File: config.mk
export PLATFORM = sky130hd
export DESIGN_NAME = scc_fetch_unit
export DESIGN_NICKNAME = d
export VERILOG_FILES = /design/src/rtl/scc_fetch_unit.sv
export SDC_FILE = /design/constraint.sdc
export NUM_CORES = 1
export LEC_CHECK = 0
export CORE_MARGIN = 8
export CORE_UTILIZATION = 56
export DETAILED_ROUTE_END_ITERATION = 7
export PLACE_DENSITY = 0.85
export SLEW_MARGIN = 30
export SYNTH_ARGS = -nofsm -noshare
export SYNTH_HDL_FRONTEND = slang
export SYNTH_SLANG_ARGS = --single-unit
File: constraint.sdc
create_clock -name clk -period 13.2 [get_ports clk]
set_input_delay 2.64 -clock clk [delete_from_list [all_inputs] [get_ports clk]]
set_output_delay 2.64 -clock clk [all_outputs]
set_load 0.02 [all_outputs]
File: src/rtl/scc_fetch_unit.sv
// scc_fetch_unit: SCC instruction fetch (PC, 1-cycle imem reads, FIFO to decode, redirect/halt/error).
// Define SCC_FETCH_PERF_EN to add the perf_fetch_cnt / perf_bubble_cnt counters.
module scc_fetch_unit #(
    parameter int                ADDR_W     = 32,
    parameter int                DATA_W     = 32,
    parameter logic [ADDR_W-1:0] RESET_PC   = '0,
    parameter int                FIFO_DEPTH = 2
) (
    input  logic              clk,
    input  logic              rst,
    input  logic              clk_en,
    output logic              imem_req,
    output logic [ADDR_W-1:0] imem_addr,
    input  logic [DATA_W-1:0] imem_rdata,
    input  logic              redirect_v,
    input  logic [ADDR_W-1:0] redirect_pc,
    input  logic              halt_f,
    output logic              inst_v,
    output logic [DATA_W-1:0] inst,
    output logic [ADDR_W-1:0] inst_pc,
    input  logic              inst_rdy,
`ifdef SCC_FETCH_PERF_EN
    output logic [31:0]       perf_fetch_cnt,
    output logic [31:0]       perf_bubble_cnt,
    output logic              fetch_err
`else
    output logic              fetch_err
`endif
);
    localparam int PW = $clog2(FIFO_DEPTH);
    localparam int CW = PW + 1;

    typedef enum logic [1:0] {RUN, HALTED, ERR} state_t;

    state_t            state_q;
    logic [ADDR_W-1:0] pc_q, ipc_q;
    logic              inflight_q, fetch_err_q;
    logic [DATA_W-1:0] data_q [FIFO_DEPTH];
    logic [ADDR_W-1:0] tag_q [FIFO_DEPTH];
    logic [PW-1:0]     wptr_q, rptr_q;
    logic [CW-1:0]     cnt_q, cnt_d;
    logic [CW:0]       occ;
    logic              pop, push, misalign;

    always_comb begin
        inst_v    = cnt_q != '0;
        inst      = inst_v ? data_q[rptr_q] : '0;
        inst_pc   = inst_v ? tag_q[rptr_q] : '0;
        pop       = inst_v & inst_rdy & clk_en & ~redirect_v;
        push      = inflight_q & clk_en & ~redirect_v;
        occ       = {1'b0, cnt_q} + (CW+1)'(inflight_q) - (CW+1)'(pop);
        imem_req  = ~rst & clk_en & (state_q == RUN) & ~redirect_v & ~halt_f &
                    (occ < (CW+1)'(FIFO_DEPTH));
        imem_addr = pc_q;
        fetch_err = fetch_err_q;
        misalign  = redirect_pc[1:0] != 2'b00;
        cnt_d     = cnt_q + CW'(push) - CW'(pop);
    end

    always_ff @(posedge clk) begin
        if (rst) begin
            state_q     <= RUN;
            pc_q        <= RESET_PC;
            ipc_q       <= '0;
            inflight_q  <= 1'b0;
            fetch_err_q <= 1'b0;
            wptr_q      <= '0;
            rptr_q      <= '0;
            cnt_q       <= '0;
        end else if (clk_en) begin
            // No request is issued during a redirect, so clearing inflight drops the next-cycle response.
            inflight_q <= imem_req;
            if (imem_req) begin
                ipc_q <= pc_q;
                pc_q  <= pc_q + ADDR_W'(4);
            end
            if (redirect_v) begin
                wptr_q <= '0;
                rptr_q <= '0;
                cnt_q  <= '0;
                if (!misalign)
                    pc_q <= redirect_pc;
                else if (state_q == RUN) begin
                    fetch_err_q <= 1'b1;
                    state_q     <= ERR;
                end
            end else begin
                if (push) begin
                    data_q[wptr_q] <= imem_rdata;
                    tag_q[wptr_q]  <= ipc_q;
                    wptr_q         <= wptr_q + PW'(1);
                end
                if (pop)
                    rptr_q <= rptr_q + PW'(1);
                cnt_q <= cnt_d;
            end
            if (state_q == RUN && halt_f && !(redirect_v && misalign))
                state_q <= HALTED;
        end
    end

`ifdef SCC_FETCH_PERF_EN
    always_ff @(posedge clk) begin
        if (rst) begin
            perf_fetch_cnt  <= '0;
            perf_bubble_cnt <= '0;
        end else if (clk_en) begin
            perf_fetch_cnt  <= perf_fetch_cnt + 32'(pop);
            perf_bubble_cnt <= perf_bubble_cnt + 32'(state_q == RUN && !inst_v);
        end
    end
`endif
endmodule

==> metrics.txt, run 1 <==
via/cell ratio 5.77; CP Class in -> out; clk buf depth 3; Setup crit start kind input port; Final Cell Area approximately 11000 sq um; cts repair resizes 0; Top FF cell, synth edfxtp_1; Antenna Nets Post-Route 0; Worst R2R Setup Slack around 8900 ps; total core area roughly 15000 sq um; Slew @ Worst Pin ~910 ps; Die ar. 19300 sq um; PwrDens 118 nW/um^2; top-count cell post-synth edfxtp_1; status finished with violations; Fillers 1027; Mapped Cells roughly 740; Async SR Flop Fraction 0; Worst Hold Margin 440 ps; worst hold path depth 0; number of synthesized flops with an enable pin 128; clock tree sinks around 200; final WL 20300 um; synth-to-layout area growth 29.4%; Port Buffers 168; Max rail drop VDD 0.0932 mV; GPL Wtd Cong 0.887; synthesized flop and latch total 201; wire per inst 18.6 um; CTS clk-pin slew, worst paths roughly 60 ps; YS warnings 0; R2R Path Start cnt_q[1]; Total Power 1.29 mW; die height 139 um; post-route minimum period 9010 ps; share of cells above drive strength 1 0.0686; htree depth 1; failing checks design-rule violations; largest net degree at the start of global routing 80; first-pass GRT wire length about 32000 um; P_leak 3.45 nW; Max-Slew Margin vs Limit 0.390; Worst Hold Class reg -> reg; Final Non-Filler Cells 1092; final setup violation count 0; Layout Skew 11.3 ps; setup TNS 0 ps; Crit Path Max Fanout 59; Slew Viols, Final 0; proportion of netlist area held by the largest area contributor 0.453; Final Hold Viols 0; hold_buf cts 0; number of setup buffers added after CTS 0; Netlist cell types 61; Clock Latency Late Sink 480 ps; vias in the first global route 6052; DRT iter0 DRCs about 550; hold path startpoint ipc_q[5]; mapped cell area 8480 sq um; DR pass1 iterations 8; Fmax 111 MHz; CP arrival 6370 ps; register area share after synthesis 0.625; Placed Area 10300 sq um; Inst Count DP 1055; maxcap violations 0; synth top area cells edfxtp_1 (45%), dfxtp_1 (17%), mux2i_1 (7.8%); syn_nets 814; chip width 139 um; CTS tree built; r2r worst-path depth 12; R2R Path End imem_addr[25]; CTS buffer count 21; CTS root buf clkbuf_16; antenna cells 0; GR Overflow Total 0; Initial Util 0.566; Yosys top cell by area edfxtp_1; WHS Endpoint tag_q[1][5]; nets@finish 965; CP Capture Type output pin; HPWL Detailed ~13000 um; gr usage total 0.202; Rows 45; DRC 1; Mean Syn Cell Area 11.5 sq um; via count 6301; initial antenna violation count 0; Synth top cells by count edfxtp_1 (128), nand2_1 (88), nor2_1 (85); Final period util 0.682; WP data required 10560 ps; IO Count 169; RSZ-0062 raised after global routing no
[registers in the layout, summed over array words and instances (netlist names), named ones only]
register / flops
data_q: 64
tag_q: 64
imem_addr: 32
ipc_q: 32
cnt_q: 2
state_q: 2
fetch_err: 1
inflight_q: 1
rptr_q: 1
wptr_q: 1
[logic make-up (layout without fill, tap and decap cells)]
family / count (synthesis) / after routing / share of synthesized area
flip-flops: 201 / 201 / 0.625
AND/OR/NAND/NOR: 275 / 275 / 0.158
XOR/XNOR: 5 / 5 / 0.00516
AO/OA/AOI/OAI: 124 / 124 / 0.0917
buffers and inverters: 58 / 223 / 0.0265
adder cells (fa/ha/maj): 5 / 5 / 0.00826
multiplexers: 71 / 71 / 0.0845
[stage by stage]
step                worst slack [ps]   util
global route                    4040  0.733
detailed placement              4260  0.689
finish                          4190  0.733
floorplan                       4770      -
global placement                4330  0.688
CTS                             4250  0.732
[worst max-delay path, cell delays in order]
cell,delay (ps)
clkdlybuf4s50_1,460
buf_4,450
and2b_2,270
and3_1,220
ha_1,240
nand2b_1,160
fa_1,500
nor4b_1,520
nand3_2,160
inv_1,110
clkdlybuf4s50_1,630
[placed cells by master (no fill, tap or decap), types with 5 or more instances in the layout]
cell type and count:
a21oi_1 51, mux2i_1 66, clkbuf_16 22, nor2_1 84, clkdlybuf4s50_1 167, inv_1 8, a211oi_1 6, o21ai_0 14
mux2_2 5, nor2b_1 6, nand3b_1 6, and3_1 5, nand2b_1 6, dfxtp_1 72, nor4_1 6, a31oi_1 12
nand4_1 12, nor3b_1 5, clkbuf_1 9, buf_4 9, a22oi_1 8, or3_1 5, nand2_1 88, edfxtp_1 128
and4_1 6, nor3_1 7, nand3_1 12
[per-layer routing]
layer  track usage  routed length, um  up-vias
met1         0.265               8780     2970
met4        0.0549                412        0
met5             0                  0        -
li1              -                  -     3018
met2         0.334               9530      276
met3        0.0441               1590       37
[how the worst max path moves through the flow]
stage,start,endpoint,depth (start not counted)
floorplan,clk_en,data_q[1][0],4
global placement,clk_en,imem_req,11
detailed placement,clk_en,imem_req,11
CTS,clk_en,imem_req,11
global route,clk_en,imem_req,11
finish,clk_en,imem_req,11
[layout make-up]
type,count,area (sq um),area share
Tap cell,188,235,0.0214
Multi-Input combinational cell,480,2990,0.272
Clock buffer,33,612,0.0558
Clock inverter,4,30.0,0.00274
Inverter,8,30.0,0.00274
Timing Repair Buffer,178,1770,0.161
Sequential cell,201,5310,0.484
[power breakdown]
part	switching, mW	internal [mW]
Combinational	0.0332	0.0369
Sequential	0.00999	0.670
Clock	0.223	0.319
Total	0.266	1.03
(Power assumes the default switching activity.)
==> inputs of run 2 (changes only) <==
CORE_UTILIZATION = 52   (was 56)
PLACE_DENSITY = 0.79   (was 0.85)
clock period = 8.3 ns   (was 13.2 ns; I/O delays follow)
==> run 2 against run 1 <==
  * The run now ends clean
  * Combinational power up 61%
  * Via count up 0.90%
  * Clock power up 66%
  * Sequential share of layout area down 0.27 points
  * Die area up 6.8%
  * Global-route usage about the same
  * Core utilization down 4.1 points
  * Non-clock buffer count up 1
  * Worst hold slack better by 10 ps
  * Critical endpoint unchanged
  * Highest routed layer is now met5
==> metrics.txt, run 2 (synthesized netlist as in run 1, its figures left out) <==
antenna cells 0 (unchanged); wire per inst 19.3 um (+3.5%); commonest non-fill, non-tap cell in the layout clkdlybuf4s50_1; top flop regs data_q: 64 flops, tag_q: 64 flops; pre-CTS setup slack 1460 ps (-2800 ps); number of setup buffers added after CTS 0 (unchanged); final setup violation count 0 (unchanged); status complete, no violations; Clock Latency Late Sink 480 ps (about the same); PwrDens 190 nW/um^2 (+61%); Setup crit start kind input port; crit-path leading delay family buffers and inverters; final WL 21600 um (+6.1%); Final Hold Viols 0 (unchanged); critical-path cell list clkdlybuf4s50_1 > and2b_2 > and3_1 > ha_1 > nand2b_1 > fa_1 > nor4b_1 > nand3_2 > inv_1 > clkdlybuf4s50_1; DRC 0 (-1); synth-to-layout area growth 30.1%; CP max stage cell clkdlybuf4s50_1; grt met3 use 0.0445 (+0.000397); Initial Util 0.532 (-0.0343); CTS root buf clkbuf_16; CP Class in -> out; IO Count 169 (unchanged); CP arrival 5180 ps (-1190 ps); GR Overflow Total 0 (unchanged); clock tree sinks 201 (unchanged); P_leak 3.46 nW (+0.41%); Critical Path Most Common Cell clkdlybuf4s50_1; GPL Wtd Cong 0.924 (+4.1%); Final WS setup 1460 ps (-2730 ps); Fmax 146 MHz; Rows 46 (+2.2%); Port Buffers 168 (unchanged); RSZ-0062 raised after global routing no; total core area 15900 sq um (+6.4%); Layout Skew 10.1 ps (-1.17 ps); nets@finish 965 (unchanged); Worst Hold Class reg -> reg; HPWL Detailed 14300 um (+6.3%); Final period util 0.824; via/cell ratio 5.68 (-1.6%); post-route minimum period 6840 ps; first-pass GRT wire length 33200 um (+4.4%); setup TNS 0 ps (unchanged); CTS buffer count 20 (-4.8%); Antenna Nets Post-Route 0 (unchanged); Slew Viols, Final 0 (unchanged); Die ar. 20700 sq um (+6.8%); Max-Slew Margin vs Limit 0.401 (+0.0112); cts repair resizes 0 (unchanged); via count 6358 (+0.90%); htree depth 1 (unchanged); die height 144 um (+3.3%); share of cells above drive strength 1 0.0730 (+0.00442); CP peak stage delay 640 ps (about the same); most frequent cells in the layout clkdlybuf4s50_1 (166), edfxtp_1 (128), nand2_1 (88); grt met1 use 0.255 (-0.0100); GR Util met2 0.342 (+0.00804); CP Capture Type output pin; chip width 144 um (+3.3%); Worst Path Buf+Inv 3 (-1); DR pass1 iterations 6 (-2); Max rail drop VDD 0.120 mV (+28%); DRT iter0 DRCs 475 (-13%); largest net degree at the start of global routing 80 (unchanged); vias in the first global route 6326 (+4.5%); clk buf depth 3 (unchanged); Crit Path Max Fanout 9 (-85%); gr usage total 0.203 (+0.000255); initial antenna violation count 1 (+1); CTS clk-pin slew, worst paths 60 ps (about the same); hold_buf cts 0 (unchanged); Slew @ Worst Pin 896 ps (-16.7 ps); maxcap violations 0 (unchanged); CTS tree built; WP data required 6640 ps (-3920 ps); GRT Max-Usage Layer met2
-- run 2: changes by cell type in the layout (fill, tap and decap cells not counted), sizes merged --
cell,before,now
clkbuf,33,31
clkinvlp,0,1
clkinv,4,2
bufinv,0,2
clkdlybuf4s50,167,166
buf,11,13
-- run 2: stage by stage --
stage	hold slack, ps	std cells	cell area (sq um)	total power, mW	utilization
after floorplan	425	739	8480	1.15	-
after CTS	452	1120	11000	2.11	0.692
after detailed placement	439	1084	10400	1.21	0.650
after global placement	431	1082	10300	1.21	0.648
final	450	1120	11000	2.09	0.692
after global routing	473	1120	11000	2.15	0.692
-- run 2: cell type report --
type	instances	area (sq um)
sequential	201	5310
fill	1169	4910
multi-input combinational	480	2990
timing repair buffer	179	1780
clock buffer	31	583
tap	216	270
clock inverter	5	77.6
inverter	8	30.0
-- run 2: final timing paths --
kind | slack, ps | cells past startpoint | startpoint | endpoint
setup / recovery | 1460 | 10 | redirect_v | imem_req
setup reg to reg | 3400 | 13 | cnt_q[1] | imem_addr[25]
hold reg to reg | 450 | 0 | ipc_q[2] | tag_q[0][2]
hold / removal | 450 | 0 | ipc_q[2] | tag_q[0][2]
-- run 2: metal layers --
layer,wire length [um],share of wire,vias to the layer above
met1,8980,0.42,3053
li1,-,-,3021
met5,10,0.00046,-
met2,10400,0.48,251
met3,1780,0.082,31
met4,386,0.018,2
-- run 2: power by group --
part	internal, mW	switching [mW]	total (mW)
Clock	0.546	0.352	0.899
Sequential	1.07	0.0161	1.08
Combinational	0.0585	0.0544	0.113
-- run 2: worst reg2reg max path, stage by stage, from the launching register on --
cell and delay [ps]:
dfxtp_1 410, nor2_4 130, buf_4 530, inv_1 180, and3_1 270, ha_1 270, nand2b_1 160, fa_1 500
nor4b_1 530, nand3_2 160, buf_4 300, or4_1 670, o41a_1 410, a221oi_1 280
==> inputs of run 3 (changes only) <==
clock period = 6.7 ns   (was 8.3 ns; I/O delays follow)
==> run 3 against run 2 <==
  * Clock skew barely moved
  * Die area did not move
  * Sequential power rose by 24%
  * Core utilization barely moved
  * Non-clock buffer count fell by 2
  * Critical endpoint unchanged
==> metrics.txt, run 3 (synthesized netlist as in run 1, its figures left out) <==
hold_buf cts 0 (unchanged); clk buf depth 3 (unchanged); vias in the first global route 6151 (-2.8%); Fmax 160 MHz; nets@finish 963 (-0.21%); CTS tree built; final setup violation count 0 (unchanged); CP max stage cell clkdlybuf4s50_1; GR Util met2 0.298 (-0.0434); clock tree sinks 201 (unchanged); Critical Path Sink imem_req; CTS buffer count 20 (unchanged); status complete, no violations; GPL Wtd Cong 0.885 (-4.3%); PwrDens 238 nW/um^2 (+26%); DRC 0 (unchanged); Slew Viols, Final 0 (unchanged); Crit path depth 10 (unchanged); CP arrival 4900 ps (-280 ps); GRT Max-Usage Layer met2; IO Count 169 (unchanged); R2R Path Start cnt_q[1]; initial antenna violation count 0 (-1); CP peak stage delay 650 ps (about the same); Worst Path Buf+Inv 3 (unchanged); CTS root buf clkbuf_16; HPWL Detailed 13900 um (-3.2%); first-pass GRT wire length 32900 um (-0.73%); DRT iter0 DRCs 506 (+6.5%); Critical Path Most Common Cell clkdlybuf4s50_1; commonest non-fill, non-tap cell in the layout clkdlybuf4s50_1; P_leak 3.47 nW (+0.23%); synth-to-layout area growth 30.1% (about the same); Slew @ Worst Pin 899 ps (+2.20 ps); antenna cells 0 (unchanged); WP data required 5360 ps (-1280 ps); cts repair resizes 0 (unchanged); Worst Hold Class reg -> reg; R2R Path End imem_addr[25]; Max-Slew Margin vs Limit 0.395 (-0.00554); chip width 144 um (unchanged); maxcap violations 0 (unchanged); via count 6382 (+0.38%); critical-path cell list clkdlybuf4s50_1 > and2b_2 > and3_1 > ha_1 > nand2b_1 > fa_1 > nor4b_1 > nand3_1 > inv_1 > clkdlybuf4s50_1; CTS clk-pin slew, worst paths 60 ps (about the same); Layout Skew 10.5 ps (+0.332 ps); setup TNS 0 ps (unchanged); largest net degree at the start of global routing 79 (-1.3%); top flop regs data_q: 64 flops, tag_q: 64 flops; post-route minimum period 6240 ps; crit-path leading delay family buffers and inverters; Initial Util 0.532 (unchanged); die height 144 um (unchanged); Setup crit start kind input port; Die ar. 20700 sq um (unchanged); Fillers 1163 (-0.51%); total core area 15900 sq um (unchanged); wire per inst 18.8 um (-2.5%); via/cell ratio 5.71 (+0.56%); GR Overflow Total 0 (unchanged); r2r worst-path depth 12 (-1); Max rail drop VDD 0.152 mV (+27%); final WL 21000 um (-2.7%); number of setup buffers added after CTS 0 (unchanged); CP Capture Type output pin; Critical path origin redirect_v; Final Hold Viols 0 (unchanged); grt met1 use 0.284 (+0.0291); Rows 46 (unchanged); Worst R2R Setup Slack 2510 ps (-890 ps); Port Buffers 168 (unchanged); CP Class in -> out; Worst Hold Margin 452 ps (+2.23 ps); share of cells above drive strength 1 0.0732 (+0.000162); Crit Path Max Fanout 9 (unchanged); gr usage total 0.199 (-0.00335); grt met3 use 0.0405 (-0.00398); RSZ-0062 raised after global routing no; Final period util 0.931; htree depth 1 (unchanged); Antenna Nets Post-Route 0 (unchanged); Clock Latency Late Sink 490 ps (about the same); most frequent cells in the layout clkdlybuf4s50_1 (167), edfxtp_1 (128), nand2_1 (88); DR pass1 iterations 5 (-1)
-- run 3: worst min path at each step --
stage              start           end  slack, ps  depth (start not counted)
2_1_floorplan   ipc_q[0]   tag_q[0][0]        430                          0
3_3_place_gp   ipc_q[20]  tag_q[0][20]        430                          0
3_5_place_dp   ipc_q[23]  tag_q[1][23]        440                          0
4_1_cts        ipc_q[23]  tag_q[1][23]        460                          0
5_1_grt         ipc_q[7]   tag_q[0][7]        460                          0
6_report       ipc_q[31]  tag_q[0][31]        450                          0
-- run 3: where the power goes --
part	switching, mW	internal, mW
Clock	0.459	0.691
Combinational	0.0655	0.0725
Sequential	0.0213	1.32
Total	0.546	2.08
-- run 3: final cells by class --
| cell class | count | area [sq um] | area share |
|---|---|---|---|
| Multi-Input combinational cell | 480 | 2990 | 0.271 |
| Clock inverter | 13 | 151 | 0.0137 |
| Clock buffer | 23 | 533 | 0.0483 |
| Sequential cell | 201 | 5310 | 0.481 |
| Timing Repair Buffer | 177 | 1760 | 0.159 |
| Tap cell | 216 | 270 | 0.0245 |
| Inverter | 8 | 30.0 | 0.00272 |
-- run 3: stage by stage --
| stage | total power, mW | setup slack (ps) | instances | utilization | area, sq um |
|---|---|---|---|---|---|
| finish | 2.63 | 461 | 1118 | 0.692 | 11000 |
| global route | 2.71 | 284 | 1118 | 0.692 | 11000 |
| CTS | 2.64 | 497 | 1118 | 0.692 | 11000 |
| detailed placement | 1.50 | 520 | 1082 | 0.649 | 10400 |
| global placement | 1.50 | 580 | 1081 | 0.648 | 10300 |
| floorplan | 1.42 | 1270 | 739 | - | 8490 |
-- run 3: worst reg2reg max path, stage by stage, from the launching register on --
cell	delay (ps)
dfxtp_1	520
nor2_4	70
inv_1	110
and3_1	220
ha_1	240
nand2b_1	150
fa_1	500
nor4b_1	450
nand3_1	220
buf_4	310
or4_1	650
o41a_1	410
a221oi_1	250
-- run 3: metal layers --
metal	part of all wire	routed length, um
met1	0.45	9550
met4	0.018	387
met5	0	0
met2	0.44	9260
met3	0.085	1790
